### src/rtl/riscv_multi_ctrl.sv
// Multicycle RV32I control sequencer: steps each instruction through
// FETCH/DECODE/EXECUTE/MEM/WB and drives the datapath enables and selects.
// The memory port is shared between fetch and data accesses via req/ready.
module riscv_multi_ctrl #(
  parameter int P_MEM_TO = 255,  // max ready wait cycles; 0 disables timeout
  parameter int P_CNT_W  = 8     // wait counter width
) (
  input  logic       i_clk,
  input  logic       i_rst,
  input  logic [6:0] i_opcode,
  input  logic [2:0] i_funct3,
  input  logic       i_funct7_5b,
  input  logic       i_alu_zero,
  input  logic       i_mem_ready,
  output logic       o_mem_req,
  output logic       o_mem_wr_en,
  output logic       o_src_addr,
  output logic       o_ir_wr_en,
  output logic       o_pc_wr_en,
  output logic [1:0] o_src_pc,
  output logic [1:0] o_src_alu_a,
  output logic [1:0] o_src_alu_b,
  output logic [3:0] o_alu_ctrl,
  output logic       o_reg_wr_en,
  output logic [1:0] o_src_rd,
  output logic       o_retire,
  output logic       o_err,
  output logic [3:0] o_state
);

  typedef enum logic [3:0] {
    S_FETCH = 4'd0,  S_DECODE = 4'd1,  S_EXE_R = 4'd2,  S_EXE_I = 4'd3,
    S_MEM_ADR = 4'd4, S_MEM_RD = 4'd5, S_MEM_WB = 4'd6, S_MEM_WR = 4'd7,
    S_ALU_WB = 4'd8, S_BRANCH = 4'd9,  S_JAL = 4'd10,   S_JALR = 4'd11,
    S_LUI = 4'd12,   S_AUIPC = 4'd13,  S_ERR = 4'd15
  } state_t;

  localparam logic [6:0] OP_R      = 7'b0110011;
  localparam logic [6:0] OP_I      = 7'b0010011;
  localparam logic [6:0] OP_LOAD   = 7'b0000011;
  localparam logic [6:0] OP_STORE  = 7'b0100011;
  localparam logic [6:0] OP_BRANCH = 7'b1100011;
  localparam logic [6:0] OP_JAL    = 7'b1101111;
  localparam logic [6:0] OP_JALR   = 7'b1100111;
  localparam logic [6:0] OP_LUI    = 7'b0110111;
  localparam logic [6:0] OP_AUIPC  = 7'b0010111;

  // ALU operation codes shared with the core ALU
  localparam logic [3:0] ALU_ADD  = 4'd0;
  localparam logic [3:0] ALU_SUB  = 4'd1;
  localparam logic [3:0] ALU_SLL  = 4'd2;
  localparam logic [3:0] ALU_SLT  = 4'd3;
  localparam logic [3:0] ALU_SLTU = 4'd4;
  localparam logic [3:0] ALU_XOR  = 4'd5;
  localparam logic [3:0] ALU_SRL  = 4'd6;
  localparam logic [3:0] ALU_SRA  = 4'd7;
  localparam logic [3:0] ALU_OR   = 4'd8;
  localparam logic [3:0] ALU_AND  = 4'd9;

  state_t             state_q, state_d;
  logic [P_CNT_W-1:0] cnt_q, cnt_d;
  logic               err_q, err_d;
  logic               mem_busy;
  logic               br_legal;
  logic               br_take;

  // funct3 -> ALU op; SUB only for R-type, SRA whenever funct7[5] is set
  function automatic logic [3:0] alu_from_f3(input logic [2:0] f3,
                                             input logic f7, input logic is_r);
    logic [3:0] op;
    case (f3)
      3'b000:  op = (is_r && f7) ? ALU_SUB : ALU_ADD;
      3'b001:  op = ALU_SLL;
      3'b010:  op = ALU_SLT;
      3'b011:  op = ALU_SLTU;
      3'b100:  op = ALU_XOR;
      3'b101:  op = f7 ? ALU_SRA : ALU_SRL;
      3'b110:  op = ALU_OR;
      default: op = ALU_AND;
    endcase
    return op;
  endfunction

  // Branch legality and take decision from funct3 and the ALU zero flag
  always_comb begin
    br_legal = (i_funct3[2:1] != 2'b01);
    case (i_funct3)
      3'b000, 3'b101, 3'b111: br_take = i_alu_zero;
      default:                br_take = ~i_alu_zero;
    endcase
  end

  // Next state, wait counter and sticky error
  always_comb begin
    state_d  = state_q;
    mem_busy = (state_q == S_FETCH) || (state_q == S_MEM_RD) || (state_q == S_MEM_WR);
    case (state_q)
      S_FETCH:  if (i_mem_ready) state_d = S_DECODE;
      S_DECODE: begin
        case (i_opcode)
          OP_R:               state_d = S_EXE_R;
          OP_I:               state_d = S_EXE_I;
          OP_LOAD, OP_STORE:  state_d = S_MEM_ADR;
          OP_BRANCH:          state_d = S_BRANCH;
          OP_JAL:             state_d = S_JAL;
          OP_JALR:            state_d = S_JALR;
          OP_LUI:             state_d = S_LUI;
          OP_AUIPC:           state_d = S_AUIPC;
          default:            state_d = S_ERR;
        endcase
      end
      S_EXE_R, S_EXE_I, S_AUIPC: state_d = S_ALU_WB;
      S_MEM_ADR: state_d = (i_opcode == OP_STORE) ? S_MEM_WR : S_MEM_RD;
      S_MEM_RD:  if (i_mem_ready) state_d = S_MEM_WB;
      S_MEM_WR:  if (i_mem_ready) state_d = S_FETCH;
      S_BRANCH:  state_d = br_legal ? S_FETCH : S_ERR;
      S_ALU_WB, S_MEM_WB, S_JAL, S_JALR, S_LUI: state_d = S_FETCH;
      default:   state_d = S_ERR;
    endcase
    // A stalled access that has used up its wait budget aborts
    if (P_MEM_TO != 0 && mem_busy && !i_mem_ready && cnt_q == P_CNT_W'(P_MEM_TO))
      state_d = S_ERR;
    if (state_d != state_q)
      cnt_d = '0;
    else if (mem_busy && !i_mem_ready)
      cnt_d = cnt_q + P_CNT_W'(1);
    else
      cnt_d = cnt_q;
    err_d = err_q | (state_d == S_ERR);
  end

  // State, wait counter and error flag registers
  always_ff @(posedge i_clk) begin
    if (i_rst) begin
      state_q <= S_FETCH;
      cnt_q   <= '0;
      err_q   <= 1'b0;
    end else begin
      state_q <= state_d;
      cnt_q   <= cnt_d;
      err_q   <= err_d;
    end
  end

  // Moore decode of datapath controls; fetch/store completion strobes follow ready
  always_comb begin
    o_mem_req   = 1'b0;
    o_mem_wr_en = 1'b0;
    o_src_addr  = 1'b0;
    o_ir_wr_en  = 1'b0;
    o_pc_wr_en  = 1'b0;
    o_src_pc    = 2'd0;
    o_src_alu_a = 2'd0;
    o_src_alu_b = 2'd0;
    o_alu_ctrl  = ALU_ADD;
    o_reg_wr_en = 1'b0;
    o_src_rd    = 2'd0;
    o_retire    = 1'b0;
    case (state_q)
      S_FETCH: begin
        o_mem_req  = 1'b1;
        o_ir_wr_en = i_mem_ready;
        o_pc_wr_en = i_mem_ready;
      end
      S_EXE_R: o_alu_ctrl = alu_from_f3(i_funct3, i_funct7_5b, 1'b1);
      S_EXE_I: begin
        o_src_alu_b = 2'd1;
        o_alu_ctrl  = alu_from_f3(i_funct3, i_funct7_5b, 1'b0);
      end
      S_MEM_ADR: o_src_alu_b = 2'd1;
      S_MEM_RD: begin
        o_mem_req  = 1'b1;
        o_src_addr = 1'b1;
      end
      S_MEM_WB: begin
        o_reg_wr_en = 1'b1;
        o_src_rd    = 2'd1;
        o_retire    = 1'b1;
      end
      S_MEM_WR: begin
        o_mem_req   = 1'b1;
        o_mem_wr_en = 1'b1;
        o_src_addr  = 1'b1;
        o_retire    = i_mem_ready;
      end
      S_ALU_WB: begin
        o_reg_wr_en = 1'b1;
        o_retire    = 1'b1;
      end
      S_BRANCH: begin
        o_alu_ctrl = (i_funct3[2:1] == 2'b00) ? ALU_SUB :
                     (i_funct3[1] ? ALU_SLTU : ALU_SLT);
        o_src_pc   = 2'd1;
        o_pc_wr_en = br_legal & br_take;
        o_retire   = br_legal;
      end
      S_JAL: begin
        o_pc_wr_en  = 1'b1;
        o_src_pc    = 2'd1;
        o_reg_wr_en = 1'b1;
        o_src_rd    = 2'd2;
        o_retire    = 1'b1;
      end
      S_JALR: begin
        o_src_alu_b = 2'd1;
        o_pc_wr_en  = 1'b1;
        o_src_pc    = 2'd2;
        o_reg_wr_en = 1'b1;
        o_src_rd    = 2'd2;
        o_retire    = 1'b1;
      end
      S_LUI: begin
        o_reg_wr_en = 1'b1;
        o_src_rd    = 2'd3;
        o_retire    = 1'b1;
      end
      S_AUIPC: begin
        o_src_alu_a = 2'd1;
        o_src_alu_b = 2'd1;
      end
      default: ;
    endcase
    // Reset overrides any completing access: no architectural write this cycle
    if (i_rst) begin
      o_ir_wr_en  = 1'b0;
      o_pc_wr_en  = 1'b0;
      o_reg_wr_en = 1'b0;
      o_retire    = 1'b0;
    end
  end

  assign o_err   = err_q;
  assign o_state = state_q;

endmodule

### config.mk
export PLATFORM = sky130hd
export DESIGN_NAME = riscv_multi_ctrl
export DESIGN_NICKNAME = d
export VERILOG_FILES = /design/src/rtl/riscv_multi_ctrl.sv
export SDC_FILE = /design/constraint.sdc
export NUM_CORES = 1
export LEC_CHECK = 0
export ABC_AREA = 1
export BUFFER_PORTS_ARGS = -buffer_cell sky130_fd_sc_hd__buf_2
export CAP_MARGIN = 20
export CORE_ASPECT_RATIO = 1.25
export CORE_MARGIN = 2
export CORE_UTILIZATION = 46
export DETAILED_ROUTE_END_ITERATION = 10
export GPL_TIMING_DRIVEN = 0
export PLACE_DENSITY = 0.75
export SYNTH_ARGS = -nofsm -noshare
export SYNTH_HDL_FRONTEND = slang
export SYNTH_SLANG_ARGS = --single-unit
export TNS_END_PERCENT = 50
### constraint.sdc
create_clock -name i_clk -period 1.55 [get_ports i_clk]
set_input_delay 0.2325 -clock i_clk [delete_from_list [all_inputs] [get_ports i_clk]]
set_output_delay 0.2325 -clock i_clk [all_outputs]
set_load 0.005 [all_outputs]
==> impl_metrics.py <==
metrics = {
    "cells_and_area": {
        "layout-drive-gt1-share_pct": 50.7,
        "nets": 285,
        "area_growth_syn_to_layout_pct": 46.2,
        "final_cells": 302,
        "antenna_cells": 0,
    },
    "worst_setup_path": {
        "cp_num_buf_inv": 4,
        "critPathTopFamily": "simple AND/OR/NAND/NOR gates",
        "reg2reg_slack_ps": -240,
        "path_cells": "buf_8 -> buf_6 -> nand3_4 -> inv_4 -> nand2_2 -> nand3_2 -> nor2_2 -> nand2_2 -> inv_2 -> nand2_1 -> nand2_1 -> nand2_2 -> nor2_4 -> nand2_4 -> nor2_2",
        "worstSetupPathType": "reg2reg",
        "rr_endpoint": "cnt_q[4]",
        "rr_startpoint": "o_state[0]",
        "crit_top_cell": "nand2_2",
        "cp.arrival_ps": 2010,
        "cp-start-kind": "flop",
        "cp_max_fo": 8,
        "rr_worst_depth": 15,
        "cp.required_ps": 1780,
        "cp_slowest_cell": "dfxtp_2",
        "slowest_delay_ps": 340,
        "cp-end-kind": "flop",
    },
    "yosys": {
        "synth_most_common_cell": "nand2_1",
        "ys_seq_area_share_pct": 20.0,
        "synth.top_cells.by_count": "nand2_1, inv_1, nor2_1",
        "synth_cell_type_count": 31,
        "synthFlopType": "dfxtp_1",
        "yosys_warnings": 0,
        "synth_area_leaders": "dfxtp_1, nand2_1, inv_1",
        "synth_edf_count": 0,
        "postSynthAreaPerCell_um2": 6.30,
        "postSynthCellCount": 207,
        "synthArstFlopShare_pct": 0,
        "synth-seq-cells": 13,
        "netlist.area_leader.share_pct": 20.0,
        "yosysTopAreaCell": "dfxtp_1",
        "syn_area_um2": 1300,
    },
    "sta": {
        "clock_skew_ps": 4.02,
        "setup_violations": 18,
        "period_minus_slack_ps": 1790,
        "hold_viol": 0,
        "final.setup.tns_ps": -2860,
        "setup_ws_ps": -235,
        "fmax_ghz": 0.560,
        "slew_viol_final": 0,
        "finalCritPeriodShare_pct": 115,
        "rsz0062_at_grt": "true",
    },
    "global_route": {
        "antenna_found_initial": 0,
        "grt_pass1_vias": 1431,
        "grt_max_degree": 10,
        "grt_overflow": 0,
        "grt_usage_pct": 22.7,
        "grt_first_pass_wirelength_um": 5910,
    },
    "die": {
        "die_h_um": 63.5,
        "die_area_um2": 3280,
        "core_region_area_um2": 2680,
        "io_pins": 39,
        "initial_core_util_pct": 48.6,
        "row_count": 21,
        "fp.dieW_um": 51.6,
    },
    "placement": {
        "place_inst": 277,
        "io_buffer_count": 35,
        "dp_hpwl_um": 2410,
        "gp_congestion": 0.837,
    },
    "clocking": {
        "cts_tree": "built",
        "numCtsBuffers": 3,
        "cts_root_buf": "clkbuf_4",
        "cts_buffer_depth": 2,
        "clkSinkCount": 13,
        "clk_pin_slew_ps": 80,
        "htreeDepth": 1,
        "postCtsHoldBufs": 0,
        "clkLatencyLatePin_ps": 280,
    },
    "pwr": {
        "ir_worst_vdd_v": 0.000955,
        "pwr_density_cell_nw_per_um2": 1450,
        "cellLeakagePower_nw": 0.969,
    },
    "route": {
        "final_antenna_net_count": 0,
        "drt_iter0_drc": 61,
        "vias": 1535,
        "finalWirelength_um": 3620,
        "drc": 0,
        "post_drt_wl_per_cell_um": 12.0,
        "vias_per_cell": 5.08,
        "first_pass_iters": 5,
    },
    "min_path": {
        "min_from": "i_rst",
        "whs_path_depth": 2,
        "hp-class": "in2reg",
        "min_to": "o_state[3]",
    },
    "run": {
        "drv_cap": 0,
    },
    "status": {
        "status": "complete, but fails checks",
        "violations": "setup timing",
    },
}
## metal layers
metal	vias to the layer above	global-route usage, %	routed length, µm
li1	779	-	-
met1	694	25.7	1420
met2	52	42.9	1990
met3	10	1.42	137
met4	0	7.89	73
met5	-	0	0
## power breakdown
| part | switching, mW | internal [mW] | leakage, nW |
|---|---|---|---|
| clock | 0.117 | 0.100 | 0.0150 |
| combinational | 1.17 | 0.838 | 0.845 |
| sequential | 0.115 | 0.413 | 0.109 |
| total | 1.41 | 1.35 | 0.969 |
## cell usage in the layout (no fill, tap or decap), drive strengths merged
cell	count
buf	59
nand2	51
nor2	40
inv	33
nand3	24
dfxtp	13
a21oi	10
xor2	6
nor3	6
clkbuf	5
nand4	4
a31oi	3
o21ai	3
o22ai	2
nand3b	2
conb	2
o31ai	1
or2	1
mux2i	1
xnor2	1
ha	1
## flip-flops by register name, summed over array words and instances (netlist names)
name and flops:
o_state 4, o_err 1, cnt_q 8
## per-stage QoR
stage | setup slack, ps | cell area [µm²] | utilization, % | hold slack [ps] | total power [mW]
floorplan | 2.42 | 1330 | - | 447 | 1.59
global placement | -228 | 1550 | 57.9 | 437 | 1.93
detailed placement | -217 | 1550 | 57.9 | 446 | 1.95
CTS | -170 | 1780 | 66.4 | 343 | 2.48
global route | -347 | 1910 | 71.1 | 366 | 2.95
finish | -235 | 1910 | 71.1 | 348 | 2.76
## cell type report
cell class	count	area, µm²
plain buffers	4	33.8
clock buffers	4	26.3
fillers	241	774
inverters	33	139
multi-input cells	158	1030
flip-flops and latches	13	275
well taps	34	42.5
repair buffers	56	357
## cell families after synthesis
kind of cell	count (synthesis)	synth area share, %
flip-flops	13	20.0
AND/OR/NAND/NOR	128	53.3
other	1	0.288
AO/OA/AOI/OAI	19	8.54
multiplexers	1	0.768
buffers and inverters	37	11.5
adder cells (fa/ha/maj)	1	0.960
XOR/XNOR	7	4.70
## timing repair
item / in CTS / in global routing
setup buffers: 15 / 6
resized for setup: 30 / 23
gates cloned: 0 / 0
pin swaps: 10 / 18
setup endpoints to repair: 19 / 22
## worst max-delay path by stage
stage,startpoint,end,cells past startpoint
after floorplan,o_state[3],cnt_q[0],12
after global placement,o_state[3],cnt_q[0],14
after detailed placement,cnt_q[1],cnt_q[4],12
after CTS,o_state[1],o_reg_wr_en,8
after global routing,o_state[1],cnt_q[7],12
final,o_state[0],cnt_q[4],15
Power figures use the tool's default switching activity.
